File: config.mk
export PLATFORM = sky130hd
export DESIGN_NAME = load_store_unit
export DESIGN_NICKNAME = d
export VERILOG_FILES = /design/src/rtl/load_store_unit.sv
export SDC_FILE = /design/constraint.sdc
export NUM_CORES = 1
export LEC_CHECK = 0
export BUFFER_PORTS_ARGS = -buffer_cell sky130_fd_sc_hd__buf_2
export CAP_MARGIN = 25
export CORE_AREA = 2 2 63 65
export DETAILED_ROUTE_END_ITERATION = 10
export DIE_AREA = 0 0 65 67
export GPL_ROUTABILITY_DRIVEN = 0
export HOLD_SLACK_MARGIN = 0.05
export PLACE_DENSITY_LB_ADDON = 0.12
export RECOVER_POWER = 25
export SLEW_MARGIN = 30
export SYNTH_ARGS = -nofsm -noshare
export SYNTH_HDL_FRONTEND = slang
export SYNTH_SLANG_ARGS = --single-unit
export TNS_END_PERCENT = 30
File: constraint.sdc
create_clock -name clk -period 1.6 [get_ports clk]
set_input_delay 0.16 -clock clk [delete_from_list [all_inputs] [get_ports clk]]
set_output_delay 0.16 -clock clk [all_outputs]
set_load 0.05 [all_outputs]
File: src/rtl/load_store_unit.sv
// Memory stage: one load/store per transaction, decoding the address to the
// data RAM, the io_out register or the io_in port.
module load_store_unit #(
    parameter int         RAM_DEPTH = 16,
    parameter logic [7:0] IO_BASE   = 8'hF0
) (
    input  logic       clk,
    input  logic       rst,
    input  logic       req_valid,
    output logic       req_ready,
    input  logic       req_we,
    input  logic [7:0] req_addr,
    input  logic [7:0] req_wdata,
    output logic       resp_valid,
    output logic [7:0] resp_rdata,
    output logic       resp_fault,
    output logic       mem_read,
    output logic       mem_write,
    output logic [7:0] mem_addr,
    output logic [7:0] mem_wdata,
    input  logic [7:0] mem_rdata,
    input  logic [7:0] io_in,
    output logic [7:0] io_out
);

    typedef enum logic [1:0] {S_IDLE, S_ACCESS, S_RESP} state_t;
    typedef enum logic [1:0] {RG_RAM, RG_IO_OUT, RG_IO_IN, RG_NONE} region_t;

    localparam logic [7:0] IO_IN_ADDR = 8'(IO_BASE + 8'd1);

    state_t     r_state;
    state_t     w_next;
    region_t    r_region;
    region_t    w_region;
    logic       r_we;
    logic [7:0] r_addr;
    logic [7:0] r_wdata;
    logic [7:0] r_rdata;
    logic [7:0] r_io_out;
    logic       w_ram_hit;
    logic       w_accept;
    logic       w_fault_dec;
    logic [7:0] w_load_data;
    logic       w_ready;
    logic       w_resp_valid;
    logic       w_mem_read;
    logic       w_mem_write;
    logic       w_fault;

    // 9-bit compare so RAM_DEPTH=256 still covers the whole byte space
    assign w_ram_hit = ({1'b0, req_addr} < 9'(RAM_DEPTH));
    assign w_accept  = req_valid && (r_state == S_IDLE);

    always_comb begin
        w_region = RG_NONE;
        if (w_ram_hit)
            w_region = RG_RAM;
        else if (req_addr == IO_BASE)
            w_region = RG_IO_OUT;
        else if (req_addr == IO_IN_ADDR)
            w_region = RG_IO_IN;
    end

    assign w_fault_dec = (r_region == RG_NONE) ||
                         ((r_region == RG_IO_IN) && r_we);

    always_comb begin
        w_load_data = 8'h00;
        if (!r_we) begin
            case (r_region)
                RG_RAM:    w_load_data = mem_rdata;
                RG_IO_OUT: w_load_data = r_io_out;
                RG_IO_IN:  w_load_data = io_in;
                default:   w_load_data = 8'h00;
            endcase
        end
    end

    always_ff @(posedge clk) begin
        if (rst)
            r_state <= S_IDLE;
        else
            r_state <= w_next;
    end

    always_comb begin
        w_next       = r_state;
        w_ready      = 1'b0;
        w_resp_valid = 1'b0;
        w_mem_read   = 1'b0;
        w_mem_write  = 1'b0;
        w_fault      = 1'b0;
        case (r_state)
            S_IDLE: begin
                w_ready = 1'b1;
                if (req_valid)
                    w_next = S_ACCESS;
            end
            S_ACCESS: begin
                w_next = S_RESP;
                if (r_region == RG_RAM) begin
                    w_mem_read  = !r_we;
                    w_mem_write = r_we;
                end
            end
            S_RESP: begin
                w_next       = S_IDLE;
                w_resp_valid = 1'b1;
                w_fault      = w_fault_dec;
            end
            default: w_next = S_IDLE;
        endcase
    end

    always_ff @(posedge clk) begin
        if (rst) begin
            r_we     <= 1'b0;
            r_addr   <= 8'h00;
            r_wdata  <= 8'h00;
            r_region <= RG_NONE;
            r_rdata  <= 8'h00;
            r_io_out <= 8'h00;
        end else begin
            if (w_accept) begin
                r_we     <= req_we;
                r_addr   <= req_addr;
                r_wdata  <= req_wdata;
                r_region <= w_region;
            end
            if (r_state == S_ACCESS) begin
                r_rdata <= w_load_data;
                if (r_we && (r_region == RG_IO_OUT))
                    r_io_out <= r_wdata;
            end
        end
    end

    assign req_ready  = w_ready;
    assign resp_valid = w_resp_valid;
    assign resp_fault = w_fault;
    assign resp_rdata = r_rdata;
    assign mem_read   = w_mem_read;
    assign mem_write  = w_mem_write;
    assign mem_addr   = r_addr;
    assign mem_wdata  = r_wdata;
    assign io_out     = r_io_out;

endmodule

==> out/qor.csv <==
metric;value;unit
power_density;924;nW/um^2
postLayoutCoreUtil;59.3;%
htree_levels;2;
outcome;finished, final reports clean;
synth-seq-cells;37;
p_sw;0.000553;W
die_area;4360;um^2
clock_latency;0.27;ns
endpoint_kind;output pin;
finalSetupViolCount;0;
drv_slew;0;
period_share;92.5;%
path_max_fanout;8;
fin_skew;0.00511;ns
synth_top_area_share;45.7;%
clock_path_buffers;2;
path_clk_slew;0.07;ns
syn-num-nets;217;
timing.fmax;676;MHz
worstMarginPinSlew;0.609;ns
root_buffer;clkbuf_8;
grt_use_total;16.3;%
fin_crit;1.48;ns
start_util;44.9;%
combPwrFrac;18.0;%
clock_sinks;37;
clkPwrFrac;31.8;%
nets;293;
synthToLayoutAreaGrowth;32.1;%
crit_path_start_kind;register;
ys_async_sr_fraction;0;%
placed_cell_area;2070;um^2
netlist_top_cells_count;nand2_1, dfxtp_1, a21oi_1;
syn-instance-count;181;
antenna_found_initial;0;
wl;3.63;mm
yosysMostFrequentCell;nand2_1;
synth_top_area_cell;dfxtp_1;
cp.arrival;1.32;ns
rsz0062_at_grt;false;
ys.flop_type;dfxtp_1;
synth_warnings;0;
ant_nets;0;
ir_drop;0.657;mV
p_int;0.00142;W
avgSynthCellArea;8.95;um^2
critical_path_class;reg -> out;
seqPwrFrac;50.2;%
finalPower;0.00198;W
switching_share;28.0;%
timing.hold.ws;0.121;ns
rows;22;
required;1.44;ns
setup_tns;0;ns
routedWlPerCell;11.9;um
synth_cell_type_count;26;
first_global_vias;1225;
tritoncts;yes;
leakage;0.926;nW
syn_area;1620;um^2
diodes;0;
die_h;67;um
max_slew_margin;59.5;%
drtIter0Drc;65;
yosysSeqAreaShare;45.7;%
grt-ovfl-total;0;
grt_max_degree;38;
drv_cap;0;
vias;1482;
hold_violations;0;
hpwl;2.78;mm
synthTopCellsByArea;dfxtp_1, nand2_1, mux2i_1;
drc;0;
synth_edf_count;0;
cts_buffers;5;
ctsHoldBuffers;0;
dr.pass1.iters;4;
io_buffers;72;
fp.coreArea;3610;um^2
fin_area;2140;um^2
grt_first_pass_wirelength;5.64;mm
drive_above_1_share;30.4;%
fp.dieW;65;um
ios;73;
via_per_inst;4.86;
hold_class;in -> reg;
==> through the flow <==
step,cells,setup slack (ns)
floorplan,181,-0.217
CTS,305,0.0563
finish,305,0.120
detailed placement,298,0.141
global placement,298,0.177
global route,305,0.0212
==> power by group through the flow <==
stage	sequential, W	clock (W)	combinational [W]
2_1_floorplan	0.00109	0	0.000162
3_3_place_gp	0.00101	0	0.000360
3_5_place_dp	0.00101	0	0.000362
4_1_cts	0.000992	0.000647	0.000362
5_1_grt	0.000997	0.000687	0.000385
6_report	0.000992	0.000628	0.000356
==> layer usage <==
layer,share of wire (%),vias up,global-route usage [%]
met5,0,-,0
met4,0.61,0,4.79
met3,6.1,2,3.55
met2,43,46,24.9
met1,50,658,23.1
li1,-,776,-
==> kinds of logic (layout without fill, tap and decap cells) <==
family / after synthesis / in the layout / synth area share [%]
mux: 16 / 16 / 9.89
flops: 37 / 37 / 45.7
buf+inv: 14 / 90 / 4.09
simple gates: 74 / 74 / 23.5
compound gates: 40 / 40 / 16.8
==> layout by cell type, fill, tap and decap left out, types with 2 or more instances in the layout <==
master,n
clkbuf_8,6
a21oi_1,19
a22o_1,8
buf_4,10
nand2b_1,16
mux2i_1,16
nor2_1,3
nor3_1,2
o22ai_1,8
dfxtp_1,36
nand2_1,43
clkbuf_1,18
o21ai_1,2
buf_2,55
==> state kept, by name, summed over array words and instances (netlist names) <==
| name | count |
|---|---|
| resp_rdata | 8 |
| r_region | 2 |
| mem_wdata | 8 |
| mem_addr | 8 |
| io_out | 8 |
| r_state | 2 |
| r_we | 1 |
==> final cells by class <==
cell class	count	area (um^2)
clock buffers	7	86.3
multi-input cells	130	833
inverters	1	3.75
flip-flops and latches	37	742
fillers	357	1470
well taps	48	60.1
repair buffers	82	414
==> worst max-delay path: stages (launching register included) <==
cell     delay, ns
dfxtp_1       0.57
o211a_1       0.22
buf_2         0.26
==> worst paths after layout <==
check | end | start | slack [ns] | cells after the start
worst max-delay path | resp_fault | r_region[1]$_SDFFE_PP1P_ | 0.12 | 2
worst min-delay path | mem_wdata[1]$_SDFFE_PP0P_ | req_wdata[1] | 0.12 | 3
worst max register to register | resp_rdata[5]$_SDFFE_PP0P_ | r_state[1]$_SDFFE_PP0P_ | 0.15 | 3
worst min register to register | mem_addr[0]$_SDFFE_PP0P_ | mem_addr[0]$_SDFFE_PP0P_ | 0.46 | 2
==> repair_timing <==
item,CTS,global route
endpoints found under the setup margin,0,1
hold endpoints to repair,0,0
gates resized for setup,0,1
buffers inserted,0,0
(Power assumes the default switching activity.)
